**src/rtl/cache_refill_unit.sv**
```systemverilog
// Line-refill engine: turns one cache line miss into a single AXI INCR read burst
// and returns the assembled line, its aligned address and an error flag.
module cache_refill_unit #(
  parameter int unsigned LINE_WIDTH     = 256,
  parameter int unsigned AXI_DATA_WIDTH = 64,
  parameter int unsigned ADDR_WIDTH     = 32,
  parameter int unsigned ID_WIDTH       = 4,
  parameter int unsigned AXI_ID         = 0
) (
  input  logic                      clk_i,
  input  logic                      rst_ni,
  input  logic                      req_valid_i,
  output logic                      req_ready_o,
  input  logic [ADDR_WIDTH-1:0]     req_addr_i,
  output logic                      ar_valid_o,
  input  logic                      ar_ready_i,
  output logic [ADDR_WIDTH-1:0]     ar_addr_o,
  output logic [7:0]                ar_len_o,
  output logic [2:0]                ar_size_o,
  output logic [1:0]                ar_burst_o,
  output logic [ID_WIDTH-1:0]       ar_id_o,
  input  logic                      r_valid_i,
  output logic                      r_ready_o,
  input  logic [AXI_DATA_WIDTH-1:0] r_data_i,
  input  logic [1:0]                r_resp_i,
  input  logic                      r_last_i,
  output logic                      resp_valid_o,
  input  logic                      resp_ready_i,
  output logic [LINE_WIDTH-1:0]     resp_line_o,
  output logic [ADDR_WIDTH-1:0]     resp_addr_o,
  output logic                      resp_err_o
);

  localparam int unsigned BEATS = LINE_WIDTH / AXI_DATA_WIDTH;
  localparam int unsigned OFF   = $clog2(LINE_WIDTH / 8);
  localparam int unsigned CNT_W = (BEATS > 1) ? $clog2(BEATS) : 1;
  localparam logic [CNT_W-1:0]      LAST_BEAT = CNT_W'(BEATS - 1);
  localparam logic [ADDR_WIDTH-1:0] OFF_MASK  = ADDR_WIDTH'((64'd1 << OFF) - 64'd1);

  if ((LINE_WIDTH % AXI_DATA_WIDTH) != 0 || BEATS < 1 || BEATS > 256 ||
      (BEATS & (BEATS - 1)) != 0) begin : g_param_check
    $error("cache_refill_unit: LINE_WIDTH/AXI_DATA_WIDTH must be a power of two in 1..256");
  end

  typedef enum logic [1:0] {IDLE, ADDR, DATA, RESP} state_t;

  state_t                  state_q;
  logic                    req_ready_q;
  logic                    ar_valid_q;
  logic                    r_ready_q;
  logic                    resp_valid_q;
  logic [ADDR_WIDTH-1:0]   addr_q;
  logic [LINE_WIDTH-1:0]   line_q;
  logic [CNT_W-1:0]        beat_cnt;
  logic                    err_q;

  always_ff @(posedge clk_i) begin
    if (!rst_ni) begin
      state_q      <= IDLE;
      req_ready_q  <= 1'b1;
      ar_valid_q   <= 1'b0;
      r_ready_q    <= 1'b0;
      resp_valid_q <= 1'b0;
      addr_q       <= '0;
      line_q       <= '0;
      beat_cnt     <= '0;
      err_q        <= 1'b0;
    end else begin
      case (state_q)
        IDLE: begin
          if (req_valid_i) begin
            addr_q      <= req_addr_i & ~OFF_MASK;
            beat_cnt    <= '0;
            err_q       <= 1'b0;
            req_ready_q <= 1'b0;
            ar_valid_q  <= 1'b1;
            state_q     <= ADDR;
          end
        end
        ADDR: begin
          if (ar_ready_i) begin
            ar_valid_q <= 1'b0;
            r_ready_q  <= 1'b1;
            state_q    <= DATA;
          end
        end
        DATA: begin
          if (r_valid_i) begin
            for (int unsigned b = 0; b < BEATS; b++) begin
              if (beat_cnt == CNT_W'(b)) begin
                line_q[b*AXI_DATA_WIDTH +: AXI_DATA_WIDTH] <= r_data_i;
              end
            end
            beat_cnt <= beat_cnt + CNT_W'(1);
            // A misplaced (or missing) r_last only flags the line; the beat count ends the burst.
            if (r_resp_i != 2'b00 || r_last_i != (beat_cnt == LAST_BEAT)) begin
              err_q <= 1'b1;
            end
            if (beat_cnt == LAST_BEAT) begin
              r_ready_q    <= 1'b0;
              resp_valid_q <= 1'b1;
              state_q      <= RESP;
            end
          end
        end
        RESP: begin
          if (resp_ready_i) begin
            resp_valid_q <= 1'b0;
            req_ready_q  <= 1'b1;
            state_q      <= IDLE;
          end
        end
        default: begin
          state_q <= IDLE;
        end
      endcase
    end
  end

  assign req_ready_o  = req_ready_q;
  assign ar_valid_o   = ar_valid_q;
  assign ar_addr_o    = addr_q;
  assign ar_len_o     = 8'(BEATS - 1);
  assign ar_size_o    = 3'($clog2(AXI_DATA_WIDTH / 8));
  assign ar_burst_o   = 2'b01;
  assign ar_id_o      = ID_WIDTH'(AXI_ID);
  assign r_ready_o    = r_ready_q;
  assign resp_valid_o = resp_valid_q;
  assign resp_line_o  = line_q;
  assign resp_addr_o  = addr_q;
  assign resp_err_o   = err_q;

endmodule
```
**config.mk**
```make
export PLATFORM = sky130hd
export DESIGN_NAME = cache_refill_unit
export DESIGN_NICKNAME = d
export VERILOG_FILES = /design/src/rtl/cache_refill_unit.sv
export SDC_FILE = /design/constraint.sdc
export NUM_CORES = 1
export LEC_CHECK = 0
export ABC_CLOCK_PERIOD_IN_PS = 2250
export BUFFER_PORTS_ARGS = -buffer_cell sky130_fd_sc_hd__buf_2
export CORE_MARGIN = 4
export CORE_UTILIZATION = 35
export DETAILED_ROUTE_END_ITERATION = 10
export SETUP_SLACK_MARGIN = 0.3
export SLEW_MARGIN = 10
export SYNTH_ARGS = -nofsm -noshare
export SYNTH_HDL_FRONTEND = slang
export SYNTH_SLANG_ARGS = --single-unit
```
**constraint.sdc**
```tcl
create_clock -name clk_i -period 2.25 [get_ports clk_i]
set_input_delay 0.45 -clock clk_i [delete_from_list [all_inputs] [get_ports clk_i]]
set_output_delay 0.45 -clock clk_i [all_outputs]
set_load 0.02 [all_outputs]
```
==> qor.yml <==
outcome:
  status: "finished clean"
power_and_ir_drop:
  total_leakage_power_nw: 6.38
  peakVddDrop_mv: 0.537
  p_per_area_nw_per_um2: 899
cts:
  cts.hold.buffers_added: 0
  clock_latency_ns: 0.50
  clkTransAtPathRegs_ns: 0.06
  cts_tree: "yes"
  cts.sinks: 292
  cts_max_path_buffers: 3
  numCtsBuffers: 34
  post_cts_buffers: 0
  htreeDepth: 2
  clockRootBuffer: "clkbuf_16"
die:
  die_w_um: 189
  rows: 65
  start_util_pct: 35.8
  die_area_um2: 35700
  ios: 447
  die_h_um: 189
  core_area_um2: 32000
timing:
  drv_slew: 0
  setup_viol: 0
  finalCriticalPeriod_ns: 1.77
  hold_viol: 0
  layout_worst_path_cycle_share_pct: 78.6
  fmax_mhz: 566
  rsz0062_at_grt: "no"
  finalClockSkew_ns: 0.0128
  fin_setup_tns_ns: 0
global_routing:
  antenna_found_initial: 5
  grt_pass1_wl_um: 55100
  grt_overflow_total: 0
  grtUsageTotal_pct: 19.2
  grt_max_degree: 69
  grt_pass1_vias: 9607
layout:
  synthToLayoutAreaGrowth_pct: 29.6
  fin_util_pct: 46.4
  seq_area_um2: 5850
  multi_input_area_um2: 4830
  fill_cells: 3204
  design_area_um2: 14800
  layout_common_cells: "nand2_1 (572), buf_2 (413), dfxtp_1 (292), a21boi_0 (227), a21boi_1 (60)"
  drive_gt1_share_pct: 29.2
  nets: 1819
  final_common_cell: "nand2_1"
route:
  vias: 10000
  drc: 0
  postRouteAntennaNets: 0
  drt_iter0_markers: 342
  vias_per_cell: 4.62
  wire_per_inst_um: 16.8
  drtPass1Iterations: 4
  wl_um: 36400
setup_path:
  crit_path_max_fanout: 12
  critPathArrivalTime_ns: 2.19
  end_kind: "flop"
  cp.required_ns: 2.67
  start_kind: "flop"
  worstSetupPathType: "flop to flop"
job:
  maxCapViolCount: 0
synthesis:
  synth-main-ff-cell: "dfxtp_1"
  ys_seq_area_share_pct: 51.0
  synth-async-reset-ratio_pct: 0
  synth_edf_count: 0
  synth_area_per_cell_um2: 8.48
  synth_seq_cells: 292
  yosys_warnings: 0
  synthCells: 1351
  yosys.cell_types.count: 32
  syn_area_um2: 11500
hold_path:
  min_path_type: "primary input to flop"
placement:
  placed_area_um2: 13700
  io_buffers: 414
  place_congestion: 0.784
  place_hpwl_um: 24800
[flip-flops by register name (all words and copies together) (netlist names)]
register,count
r_ready_o,1
resp_line_o,256
req_ready_o,1
state_q,2
beat_cnt,2
resp_valid_o,1
ar_valid_o,1
resp_err_o,1
ar_addr_o,27
[repair_timing]
action / in CTS / in global routing
cloned: 0 / 0
gates resized for setup: 1 / 3
pin swaps: 0 / 0
endpoints found under the setup margin: 9 / 18
[worst paths after layout]
path | from | end | slack (ns) | depth (start not counted)
worst max-delay path | state_q[0]$_SDFFE_PN0P_ | state_q[0]$_SDFFE_PN0P_ | 0.48 | 6
worst min-delay path | req_addr_i[17] | ar_addr_o[17]$_SDFFE_PN0P_ | 0.19 | 3
worst max register to register | state_q[0]$_SDFFE_PN0P_ | state_q[0]$_SDFFE_PN0P_ | 0.48 | 6
worst min register to register | resp_line_o[120]$_SDFFE_PN0P_ | resp_line_o[120]$_SDFFE_PN0P_ | 0.45 | 2
[routing by layer]
layer	global-route usage, %	part of all wire (%)
met5	0	0.11
met4	6.11	2.8
met3	5.40	7.1
met2	34.1	48
met1	22.5	42
[cell usage after synthesis (2+ instances only)]
master	instances	area share [%]
buf_2	36	1.6
nand2_1	572	19
nand3_2	3	0.26
a21boi_0	227	15
a21oi_1	2	0.087
mux2i_1	3	0.26
nand4_1	2	0.11
nor2b_1	3	0.16
conb_1	2	0.066
a21boi_1	60	3.9
o21ai_0	6	0.26
buf_4	64	4.2
and3_1	4	0.22
ha_1	9	0.98
buf_6	7	0.69
dfxtp_1	292	51
inv_1	5	0.16
clkbuf_1	40	1.3
[worst max-delay path, cell delays in order (launching register included)]
cell	delay (ns)
dfxtp_1	0.38
inv_1	0.10
ha_2	0.29
buf_4	0.20
a21boi_2	0.18
nor4_4	0.34
mux2i_1	0.22
[power breakdown]
part / switching, W / internal [W] / leakage, nW / total [W]
registers: 0.000160 / 0.00543 / 2.36 / 0.00559
logic: 0.00141 / 0.000698 / 3.44 / 0.00211
clock network: 0.00216 / 0.00348 / 0.577 / 0.00564
[final cells by class]
class | instances | share of cell area (%)
Antenna cell | 3 | 0.0506
Clock buffer | 56 | 7.46
Timing Repair Buffer | 440 | 16.4
Tap cell | 435 | 3.67
Clock inverter | 5 | 0.405
Multi-Input combinational cell | 932 | 32.5
Sequential cell | 292 | 39.4
Inverter | 5 | 0.126
[logic make-up after synthesis]
family / after synthesis / synth area share (%)
and+or+nand+nor: 592 / 20.1
AOI/OAI and AO/OA: 300 / 19.6
DFF: 292 / 51.0
buffers and inverters: 152 / 7.93
adders and majority gates: 9 / 0.983
muxes: 3 / 0.262
other: 2 / 0.0656
xor gates and xnor gates: 1 / 0.0765
[through the flow]
step | setup slack (ns) | hold WS [ns] | cells | total power (W)
after floorplan | 0.698 | 0.468 | 1376 | 0.00715
after global placement | 0.332 | 0.438 | 2104 | 0.00780
after detailed placement | 0.283 | 0.443 | 2104 | 0.00784
after CTS | 0.437 | 0.166 | 2165 | 0.0135
after global routing | 0.301 | 0.182 | 2167 | 0.0139
final | 0.482 | 0.193 | 2168 | 0.0133
Note: power is estimated with default switching activity, not from simulation.
